==> config.mk <==
export PLATFORM = sky130hd
export DESIGN_NAME = dac_spi_tx
export DESIGN_NICKNAME = d
export VERILOG_FILES = /design/src/rtl/dac_spi_pkg.sv /design/src/rtl/spi_tick_gen.sv /design/src/rtl/dac_spi_tx.sv
export SDC_FILE = /design/constraint.sdc
export NUM_CORES = 1
export LEC_CHECK = 0
export ABC_AREA = 1
export CORE_UTILIZATION = 60
export CTS_CLUSTER_DIAMETER = 40
export DETAILED_ROUTE_END_ITERATION = 8
export GPL_TIMING_DRIVEN = 0
export PLACE_DENSITY_LB_ADDON = 0.05
export SLEW_MARGIN = 20
export SYNTH_ARGS = -nofsm -noshare
export SYNTH_HDL_FRONTEND = slang
export SYNTH_SLANG_ARGS = --single-unit
==> constraint.sdc <==
create_clock -name clk_i -period 4.7 [get_ports clk_i]
set_clock_uncertainty 0.05 [all_clocks]
set_input_delay 0.705 -clock clk_i [delete_from_list [all_inputs] [get_ports clk_i]]
set_output_delay 0.705 -clock clk_i [all_outputs]
set_load 0.02 [all_outputs]
==> src/rtl/dac_spi_pkg.sv <==
// rtl/dac_spi_pkg.sv - shared types and constants for the laser DAC SPI transmitter
package dac_spi_pkg;

  localparam int DAC_W     = 14;
  localparam int FRAME_W   = 16;
  localparam int BIT_CNT_W = 4;

  localparam logic [1:0] CTRL_BITS_DEF = 2'b00;

  typedef enum logic [2:0] {
    IDLE,
    SETUP,
    SHIFT,
    HOLD,
    LDAC,
    DONE
  } state_t;

  // Counter width that stays legal when the count range collapses to one value.
  function automatic int cnt_width(input int n);
    return (n > 1) ? $clog2(n) : 1;
  endfunction

endpackage

==> src/rtl/spi_tick_gen.sv <==
// rtl/spi_tick_gen.sv - SCLK half-period divider with sync restart
module spi_tick_gen
  import dac_spi_pkg::*;
#(
  parameter int CLK_DIV = 4
) (
  input  logic clk_i,
  input  logic rst_i_n,
  input  logic clr_i,
  output logic tick_o
);

  localparam int             CW   = cnt_width(CLK_DIV);
  localparam logic [CW-1:0]  LAST = CW'(CLK_DIV - 1);

  logic [CW-1:0] cnt_q;

  always_ff @(posedge clk_i or negedge rst_i_n) begin
    if (!rst_i_n) begin
      cnt_q <= '0;
    end else if (clr_i || (cnt_q == LAST)) begin
      cnt_q <= '0;
    end else begin
      cnt_q <= cnt_q + 1'b1;
    end
  end

  assign tick_o = (cnt_q == LAST);

endmodule

==> src/rtl/dac_spi_tx.sv <==
// rtl/dac_spi_tx.sv - serialises DAC codes into 16-bit SPI frames with LDAC strobe
module dac_spi_tx
  import dac_spi_pkg::*;
#(
  parameter int         CLK_DIV   = 4,
  parameter int         LDAC_W    = 2,
  parameter logic [1:0] CTRL_BITS = CTRL_BITS_DEF
) (
  input  logic             clk_i,
  input  logic             rst_i_n,
  input  logic             en_i,
  input  logic [DAC_W-1:0] dac_i,
  input  logic             dac_stb_i,
  output logic             spi_sclk_o,
  output logic             spi_cs_o_n,
  output logic             spi_mosi_o,
  output logic             dac_ldac_o_n,
  output logic             busy_o,
  output logic             done_stb_o,
  output logic             ovr_stb_o
);

  localparam int                   LCW       = cnt_width(LDAC_W);
  localparam logic [LCW-1:0]       LDAC_LAST = LCW'(LDAC_W - 1);
  localparam logic [BIT_CNT_W-1:0] BIT_LAST  = BIT_CNT_W'(FRAME_W - 1);

  state_t               state_q, state_d;
  logic [FRAME_W-1:0]   shreg_q, shreg_d;
  logic [BIT_CNT_W-1:0] bit_q, bit_d;
  logic                 phase_q, phase_d;
  logic [LCW-1:0]       ldac_cnt_q, ldac_cnt_d;
  logic [DAC_W-1:0]     pend_val_q, pend_val_d;
  logic                 pend_q, pend_d;
  logic                 tick, tick_clr, req;
  logic                 sclk_d, cs_n_d, mosi_d, ldac_n_d, busy_d, done_d, ovr_d;

  assign req      = dac_stb_i & en_i;
  // Restarting the divider on SETUP entry keeps frame phase independent of strobe timing.
  assign tick_clr = (state_d == SETUP) && (state_q != SETUP);

  spi_tick_gen #(
    .CLK_DIV(CLK_DIV)
  ) u_tick (
    .clk_i  (clk_i),
    .rst_i_n(rst_i_n),
    .clr_i  (tick_clr),
    .tick_o (tick)
  );

  always_ff @(posedge clk_i or negedge rst_i_n) begin
    if (!rst_i_n) begin
      state_q    <= IDLE;
      shreg_q    <= '0;
      bit_q      <= '0;
      phase_q    <= 1'b0;
      ldac_cnt_q <= '0;
      pend_val_q <= '0;
      pend_q     <= 1'b0;
    end else begin
      state_q    <= state_d;
      shreg_q    <= shreg_d;
      bit_q      <= bit_d;
      phase_q    <= phase_d;
      ldac_cnt_q <= ldac_cnt_d;
      pend_val_q <= pend_val_d;
      pend_q     <= pend_d;
    end
  end

  always_comb begin
    state_d = state_q;
    unique case (state_q)
      IDLE:    if (req) state_d = SETUP;
      SETUP:   if (tick) state_d = SHIFT;
      SHIFT:   if (tick && phase_q && (bit_q == BIT_LAST)) state_d = HOLD;
      HOLD:    if (tick) state_d = LDAC;
      LDAC:    if (ldac_cnt_q == LDAC_LAST) state_d = DONE;
      DONE:    state_d = (pend_q || req) ? SETUP : IDLE;
      default: state_d = IDLE;
    endcase
  end

  always_comb begin
    shreg_d    = shreg_q;
    bit_d      = bit_q;
    phase_d    = phase_q;
    ldac_cnt_d = ldac_cnt_q;
    pend_d     = pend_q;
    pend_val_d = pend_val_q;
    ovr_d      = 1'b0;
    case (state_q)
      IDLE: if (req) shreg_d = {CTRL_BITS, dac_i};
      SETUP: begin
        bit_d   = '0;
        phase_d = 1'b0;
      end
      SHIFT: if (tick) begin
        if (!phase_q) begin
          phase_d = 1'b1;
        end else begin
          phase_d = 1'b0;
          bit_d   = bit_q + 1'b1;
          shreg_d = {shreg_q[FRAME_W-2:0], 1'b0};
        end
      end
      HOLD: ldac_cnt_d = '0;
      LDAC: ldac_cnt_d = ldac_cnt_q + 1'b1;
      default: ;
    endcase

    // A strobe landing on DONE is not an overwrite: the older value is consumed this cycle.
    if (state_q == DONE) begin
      if (pend_q) begin
        shreg_d = {CTRL_BITS, pend_val_q};
        pend_d  = req;
        if (req) pend_val_d = dac_i;
      end else if (req) begin
        shreg_d = {CTRL_BITS, dac_i};
      end
    end else if ((state_q != IDLE) && req) begin
      pend_d     = 1'b1;
      pend_val_d = dac_i;
      ovr_d      = pend_q;
    end
  end

  always_comb begin
    sclk_d   = (state_d == SHIFT) && phase_d;
    cs_n_d   = !((state_d == SETUP) || (state_d == SHIFT) || (state_d == HOLD));
    mosi_d   = ((state_d == SETUP) || (state_d == SHIFT)) && shreg_d[FRAME_W-1];
    ldac_n_d = (state_d != LDAC);
    busy_d   = (state_d != IDLE);
    done_d   = (state_d == DONE);
  end

  always_ff @(posedge clk_i or negedge rst_i_n) begin
    if (!rst_i_n) begin
      spi_sclk_o   <= 1'b0;
      spi_cs_o_n   <= 1'b1;
      spi_mosi_o   <= 1'b0;
      dac_ldac_o_n <= 1'b1;
      busy_o       <= 1'b0;
      done_stb_o   <= 1'b0;
      ovr_stb_o    <= 1'b0;
    end else begin
      spi_sclk_o   <= sclk_d;
      spi_cs_o_n   <= cs_n_d;
      spi_mosi_o   <= mosi_d;
      dac_ldac_o_n <= ldac_n_d;
      busy_o       <= busy_d;
      done_stb_o   <= done_d;
      ovr_stb_o    <= ovr_d;
    end
  end

endmodule
-- After elaboration in Yosys (flattened, before gate mapping)
Cells that the tools add are included.
W data, S select, Z words.
- logic and storage cells: 86
- bits in registers: 49
- reduce and logical (&&, ||, !) cells: 19
- muxes and demuxes: 31
- equal/unequal tests: 17
- bitwise operators: 1
- add/subtract/negate cells: 3
- operator list (cell ; count):
    $mux W16 ; 6
    $mux W14 ; 4
    $pmux W16 S2 ; 1
    $pmux W3 S6 ; 1
    $mux W3 ; 5
    $eq A3 B2 Y1 const B ; 4
    $eq A3 B3 Y1 const B ; 3
    $mux W1 ; 8
    $mux W4 ; 2
    $ne A2 B2 Y1 const B ; 4
    $pmux W4 S2 ; 1
    $eq A3 B1 Y1 const B ; 2
    $logic_and A1 B1 Y1 ; 6
    $reduce_and A3 Y1 ; 2
    $reduce_bool A2 Y1 ; 3
    $reduce_bool A3 Y1 ; 2
    $add A4 B1 Y4 const B ; 1
    $eq A4 B4 Y1 const B ; 1
    $logic_or A1 B1 Y1 ; 4
    $pmux W1 S2 ; 2
    $logic_not A3 Y1 ; 1
    $ne A3 B1 Y1 const B ; 1
    $ne A3 B3 Y1 const B ; 1
    $add A2 B1 Y2 const B ; 1
    5 further kinds ; 5

-- Depth between registers and ports, before layout
Gate-level depths: netlist of run 1.
- depth after elaboration: 9
- depth in mapped cells: 12
- mapped depth without buffers: 12

-- Modules after synthesis
A second synthesis of run 1 with hierarchy kept.
- cell total of the unflattened synthesis: 310
- area, all modules: 2577.5 um2
- modules (own cells, without submodules) (module ; area an instance (um2) ; sequential area each (um2) ; times used ; cells an instance):
    dac_spi_tx ; 2492.4 ; 1178.6 ; 1 ; 301
    spi_tick_gen ; 85.1 ; 50.0 ; 1 ; 9

-- Least setup slack after synthesis of run 1
OpenSTA, ideal clock, no wires.
- path type: input port to flip-flop
- from: input dac_stb_i
- to: register shreg_q[12]
- stages: 7
- required time: 4.523 ns
- path slack: 3.011 ns
- path buffers: 1
- data arrival time: 1.513 ns
- setup time: 0.127 ns
- cells stage by stage: nand2_1 inv_2 nand3_1 buf_2 o21ai_0 a21oi_1 o21ai_1
- longest elaborated chain between the ends: 6
- ends and longest elaborated chain (element ; line ; RTL):
    from (decl) ; dac_spi_tx.sv:13 ; input logic dac_stb_i,
    $and A1 B1 Y1 * ; dac_spi_tx.sv:37 ; assign req = dac_stb_i & en_i;
    $mux W16 ; dac_spi_tx.sv:92 ; IDLE: if (req) shreg_d = {CTRL_BITS, dac_i};
    $pmux W16 S2 ; dac_spi_tx.sv:91 ; case (state_q)
    $mux W16 ; dac_spi_tx.sv:117 ; end else if (req) begin
    $mux W16 ; dac_spi_tx.sv:113 ; if (pend_q) begin
    $mux W16 * ; dac_spi_tx.sv:112 ; if (state_q == DONE) begin
    named net shreg_d[12] ; dac_spi_tx.sv:28 ; logic [FRAME_W-1:0] shreg_q, shreg_d;
    to (signal assigned) ; dac_spi_tx.sv:61 ; shreg_q <= shreg_d;
    to (decl) ; dac_spi_tx.sv:28 ;
Mark *: on every way through the listed nets, which the timed path passes. The rest lies on a longest branch.
A chain may end at the register's enable or synchronous reset.

-- Final worst setup path of run 1
- from: register spi_cs_o_n
- to: output spi_cs_o_n
- RTL lines (element ; line ; RTL):
    from (decl) ; dac_spi_tx.sv:15 ; output logic spi_cs_o_n,
    from (signal assigned) ; dac_spi_tx.sv:147 ; spi_cs_o_n <= cs_n_d;
No word-level cell between the ends.

==> run_results.csv, run 1 <==
group,metric,value,unit
run_status,status,"finished, final reports clean",
timing,tightest_slew,0.5291,ns
global_routing,grt_usage,27.77,%
cts,clk_pin_slew,0.09,ns
flow_run,drv_cap,0,
setup_path,critPathTopFamily,"buffers and inverters",
cts,cts_resized,0,
yosys,ys_warn_count,0,
routing,route.detailed.drc,0,
yosys,syn-mean-instance-area,9.190,um^2
cells_and_area,area_growth,17.31,%
global_routing,grt_pass1_wl,9.349,mm
floorplan,io_pins,25,
global_routing,met3_usage,3.500,%
routing,finalWirelength,5.568,mm
power,ir_drop,0.2284,mV
setup_path,crit_fanout,1,
cells_and_area,stdcell_count,367,
routing,wl_per_cell,15.17,um
power,p_comb_share,9.5,%
cts,cts_tree,"done",
cts,cts_sinks,49,
place,place_ws,2.292,ns
setup_path,endpoint_kind,"output port",
setup_path,path_buf_inv,1,
timing,min_period,2.172,ns
power,share_seq_of_total_power,51.1,%
place,routabilityCongestion,0.8351,
place,dp.cells,359,
power,internal_power,689.9,uW
yosys,synth_top_area_share,45.06,%
timing,finalSetupViolCount,0,
global_routing,grt_pass1_vias,1962,
cells_and_area,multi_input_area,1162,um^2
power,pwr_density_cell,292.1,nW/um^2
power,switching_share,22.85,%
setup_path,slowest_delay,0.59,ns
setup_path,cpMaxStageDelayCell,"clkdlybuf4s50_1",
place,port_buffers,24,
setup_path,cp.arrival,1.42,ns
power,clock_power_share,39.5,%
cts,cts_hold_buffers,0,
floorplan,num_rows,23,
timing,hold_viol_final,0,
floorplan,initial_core_util,63.87,%
setup_path,cp_cell_sequence,"clkdlybuf4s50_1",
setup_path,critPathLaunch,"spi_cs_o_n$_DFF_PN1_",
routing,firstDrtPassIters,4,
yosys,syn-num-nets,305,
global_routing,grt_antenna_before_repair,0,
timing,setup-tns-final,0,ns
timing,worst_slack,2.528,ns
timing,hold_slack,0.3027,ns
yosys,syn_area,2610,um^2
routing,drt_iter0_markers,172,
yosys,ys_ff_latch,49,
yosys,async_flop_share,100.0,%
floorplan,coreArea,4086,um^2
timing,relSlewSlack,64.72,%
routing,via_count,2034,
cts,clk_latency,0.30,ns
place,hpwl,3.962,mm
yosys,syn_inst,284,
yosys,synth_ff_type,"dfrtp_1",
global_routing,busiest_layer,"met2",
yosys,synth_cell_types,36,
yosys,yosys.area.top_type,"dfrtp_1",
cells_and_area,num_antenna_cells,0,
setup_path,critPathLaunchType,"flop",
power,switchingPower,204.3,uW
power,p_total,894.3,uW
setup_path,r2r-start,"state_q[1]$_DFF_PN0_",
power,total_leakage_power,0.001320,uW
cells_and_area,seq_area,1229,um^2
yosys,yosysSeqAreaShare,47.08,%
setup_path,criticalPathCategory,"flop to output port",
cells_and_area,drive_gt1_share,23.66,%
min_path,hold_class,"input port to async pin",
global_routing,gr-total-overflow,0,
timing,slew_viol_final,0,
yosys,synth_most_common_cell,"dfrtp_1",
floorplan,die-height,67.96,um
global_routing,use_met2,43.87,%
yosys,yosys-top-cells-count,"dfrtp_1 (47), nand2_1 (46), inv_1 (24)",
global_routing,met1_usage,39.93,%
cts,cts_buffers,5,
setup_path,r2r_cells,5,
floorplan,dieArea,4618,um^2
floorplan,die_w,67.96,um
yosys,netlist_top_cells_area,"dfrtp_1 (45%), nand2_1 (6.6%), o21ai_1 (4.2%)",
yosys,synth_edf_count,0,
cts,cts_root_buf,"clkbuf_8",
routing,ant_nets,0,
routing,via_per_inst,5.542,
global_routing,grt_max_degree,29,
cts,htree_levels,2,
setup_path,required,3.94,ns
cts,cts_setup_buffers,0,
cells_and_area,nFillCells,307,
setup_path,crit_cells,1,
timing,fin_crit_sh,46.21,%
cells_and_area,finalNetCount,337,
timing,rsz0062_at_grt,"no",
cts,cts_max_path_buffers,2,
timing,fmax,0.4604,GHz
[cell type report]
cell class	instances	share of cell area, %
flip-flops and latches	49	40.13
clock inverters	3	2.125
multi-input cells	190	37.96
clock buffers	5	2.248
inverters	34	4.168
well taps	50	2.043
plain buffers	11	2.983
repair buffers	25	8.337
[cells by family (layout without fill, tap and decap cells)]
family / after synthesis / after routing / share of synthesized area (%)
and+or+nand+nor: 97 / 97 / 20.42
AOI/OAI and AO/OA: 88 / 88 / 21.81
DFF: 49 / 49 / 47.08
buffers and inverters: 45 / 78 / 8.389
adders and majority gates: 3 / 3 / 1.438
muxes: 2 / 2 / 0.8628
[layer usage]
metal | vias to the layer above | wire (um)
met2 | 42 | 2628
met3 | 6 | 211
met5 | - | 0
met4 | 0 | 50
li1 | 1010 | -
met1 | 976 | 2678
[flip-flops by register name (all words and copies together), names as in the netlist, 2 cells and up]
| signal | flops |
|---|---|
| shreg_q | 16 |
| state_q | 3 |
| pend_val_q | 14 |
| u_tick.cnt_q | 2 |
| bit_q | 4 |
[layout by cell type (no fill, tap or decap), types with 9 or more instances in the layout]
master,count
a21oi_1,19
nand2_1,46
dfrtp_1,47
o21ai_0,16
clkdlybuf4s50_1,23
nand2_2,9
o211ai_1,9
inv_1,24
o21ai_1,22
[power by group through the flow]
stage          sequential [uW]  clock, uW  combinational (uW)
4_1_cts                    457        358                84.9
3_5_place_dp               465          0                84.3
6_report                   457        353                84.5
3_3_place_gp               464          0                81.1
2_1_floorplan              463          0                45.4
5_1_grt                    459        372                96.0
[final timing paths]
kind	to	slack [ns]
max in group asynchronous	shreg_q[4]$_DFF_PN0_	3.77
setup reg to reg	pend_val_q[8]$_DFFE_PN0P_	2.87
hold / removal	bit_q[0]$_DFFE_PN0P_	0.30
hold reg to reg	u_tick.cnt_q[0]$_DFF_PN0_	0.41
setup / recovery	spi_cs_o_n	2.53
min in group clk_i	u_tick.cnt_q[0]$_DFF_PN0_	0.41
[stage by stage]
| step | utilization (%) | instance area (um^2) |
|---|---|---|
| 2_1_floorplan | - | 2610 |
| 3_3_place_gp | 71.28 | 2913 |
| 3_5_place_dp | 71.65 | 2928 |
| 4_1_cts | 74.92 | 3062 |
| 5_1_grt | 74.92 | 3062 |
| 6_report | 74.92 | 3062 |
[worst reg2reg max path, cell delays in order (launching register included)]
cell and delay (ns):
dfrtp_1 0.45, inv_2 0.15, nand3_4 0.18, o21ai_2 0.44
buf_2 0.34, o21ai_1 0.10
Note: power is estimated with default switching activity, not from simulation.
==> run 2, diff against run 1 <==
Settings changed: CORE_UTILIZATION 60 to 51.
Clock period 4.7 ns to 1.75 ns, I/O delays scaled along.
==> run 2 against run 1 <==
Effect of this change:
- non-clock buffer count increased by 6
- sequential cell count unchanged
- final cell count increased by 6.3%
- final area increased by 2.7%
- via count increased by 2.3%
- core utilization decreased by 9.7 points
- setup slack got worse by 2.5 ns
- total power increased to 2.6 times the previous value
- largest power group unchanged
- clock-buffer cell count increased by 1
- first-iteration DRC count decreased by 13%
- sequential share of layout area decreased by 1.1 points
==> run_results.csv, run 2 (same netlist as run 1, synthesis figures left out) <==
group,metric,value,unit
run_status,status,"finished, final reports clean",
floorplan,num_rows,25,
routing,via_per_inst,5.333,
min_path,min_to,"bit_q[3]$_DFFE_PN0P_",
global_routing,grt_pass1_wl,8.901,mm
cells_and_area,layout_commonest_cell,"dfrtp_1",
global_routing,gr-total-overflow,0,
routing,ant_nets,0,
cts,cts_sinks,49,
timing,setup-tns-final,0,ns
setup_path,cp.arrival,1.83,ns
cts,clk_pin_slew,0.09,ns
cells_and_area,utilization,65.27,%
setup_path,critPathLaunchType,"flop",
timing,fin_crit_sh,95.91,%
cells_and_area,stdcell_count,390,
routing,wl_per_cell,13.98,um
routing,drt_iter0_markers,149,
timing,rsz0062_at_grt,"yes",
floorplan,io_pins,25,
cells_and_area,drive_gt1_share,25.70,%
timing,slew_viol_final,0,
cts,clk_latency,0.31,ns
cells_and_area,area_growth,20.47,%
cells_and_area,design_area,3144,um^2
floorplan,initial_core_util,54.18,%
timing,min_period,1.678,ns
floorplan,die_w,73.54,um
setup_path,r2r-start,"state_q[1]$_DFF_PN0_",
setup_path,endpoint_kind,"flop",
power,switchingPower,563.3,uW
power,share_seq_of_total_power,52.9,%
cts,cts_max_path_buffers,2,
routing,firstDrtPassIters,5,
power,total_leakage_power,0.001364,uW
place,place_area,2932,um^2
routing,finalWirelength,5.453,mm
floorplan,die-height,73.54,um
floorplan,coreArea,4817,um^2
place,hpwl,3.684,mm
flow_run,drv_cap,0,
power,ir_drop,0.4328,mV
cells_and_area,largest_register_ffs,16,
cells_and_area,nFillCells,425,
place,dp.cells,375,
global_routing,grt_max_degree,50,
min_path,hold_depth,1,
cells_and_area,layout_common_cells,"dfrtp_1 (47), nand2_1 (45), inv_1 (24)",
min_path,hp-start,"bit_q[3]$_DFFE_PN0P_",
min_path,hold_class,"flop to flop",
cells_and_area,regMostFlops,"shreg_q",
timing,relSlewSlack,58.39,%
floorplan,dieArea,5407,um^2
power,clock_power_share,37.1,%
timing,finalSetupViolCount,0,
global_routing,grt_antenna_before_repair,0,
cells_and_area,num_antenna_cells,0,
timing,fmax,0.5958,GHz
global_routing,grt_usage,22.15,%
setup_path,crit_fanout,9,
power,switching_share,24.32,%
timing,tightest_slew,0.6242,ns
place,port_buffers,24,
power,pwr_density_cell,736.6,nW/um^2
setup_path,critPathLaunch,"state_q[1]$_DFF_PN0_",
setup_path,r2r_cells,9,
power,p_total,2316,uW
cts,cts_tree,"done",
power,internal_power,1753,uW
cts,cts_root_buf,"clkbuf_8",
cells_and_area,reg_top3,"shreg_q x16, pend_val_q x14, bit_q x4",
setup_path,r2r_end,"spi_mosi_o$_DFF_PN0_",
setup_path,criticalPathCategory,"flop to flop",
setup_path,required,1.90,ns
global_routing,grt_pass1_vias,1850,
setup_path,reg2reg_slack,0.07,ns
routing,via_count,2080,
place,routabilityCongestion,0.7576,
cells_and_area,finalNetCount,343,
power,p_comb_share,10.0,%
timing,hold_viol_final,0,
cts,cts_buffers,5,
cts,htree_levels,2,
routing,route.detailed.drc,0,
-- run 2: how the worst max path moves through the flow --
stage | to | slack, ns | cells past startpoint
after floorplan | spi_mosi_o$_DFF_PN0_ | 0.18 | 12
after global placement | pend_val_q[7]$_DFFE_PN0P_ | -1.11 | 1
after detailed placement | shreg_q[6]$_DFF_PN0_ | -0.23 | 8
after CTS | spi_cs_o_n | 0.01 | 1
after global routing | spi_mosi_o$_DFF_PN0_ | -0.01 | 9
final | spi_mosi_o$_DFF_PN0_ | 0.07 | 9
-- run 2: what timing repair did --
action	in CTS	in global routing
resized for setup	3	11
hold buffers	1	0
hold endpoints to repair	47	0
buffers inserted	0	6
pin swaps	1	4
setup endpoints to repair	13	27
-- run 2: per-layer routing --
metal | global-route usage, % | wire, um | vias to the layer above | part of all wire, %
li1 | - | - | 1030 | -
met1 | 33.48 | 2665 | 989 | 49
met2 | 31.60 | 2420 | 53 | 44
met3 | 4.252 | 282 | 8 | 5.2
met4 | 7.692 | 85 | 0 | 1.6
met5 | 0 | 0 | - | 0
-- run 2: metrics by stage --
step | hold slack, ns | setup slack [ns]
2_1_floorplan | -0.08309 | 0.1816
3_3_place_gp | 0.3722 | -1.114
3_5_place_dp | 0.2781 | -0.2283
4_1_cts | 0.3969 | 0.01135
5_1_grt | 0.4481 | -0.01313
6_report | 0.4273 | 0.07158
-- run 2: layout make-up --
cell class              count  area (um^2)  share of cell area, %
flip-flops and latches     49         1229                  39.08
multi-input cells         190         1190                  37.84
inverters                  34        130.1                  4.138
clock inverters             2        37.54                  1.194
well taps                  67        83.83                  2.666
repair buffers             31        294.0                  9.351
plain buffers              11        97.59                  3.104
clock buffers               6        82.58                  2.626
-- run 2: power groups by stage --
stage                     combinational (uW)  clock (uW)  sequential (uW)
after floorplan                          122           0             1240
after global placement                   220           0             1250
after detailed placement                 224           0             1250
after CTS                                228         878             1230
after global routing                     259         918             1230
final                                    232         859             1230
-- run 2: critical path, stage by stage, from the launching register on --
cell	delay [ns]
dfrtp_1	0.43
inv_2	0.15
nand3_4	0.20
nor2_4	0.26
nor2_2	0.07
nand3_4	0.10
inv_2	0.04
nand2_2	0.06
nand2_1	0.07
and2_1	0.14
==> run 3, diff against run 2 <==
Settings changed: CAP_MARGIN set to 20.
==> results of run 3 <==
Same layout as run 2: the final DEF is identical, and so are final timing and power.
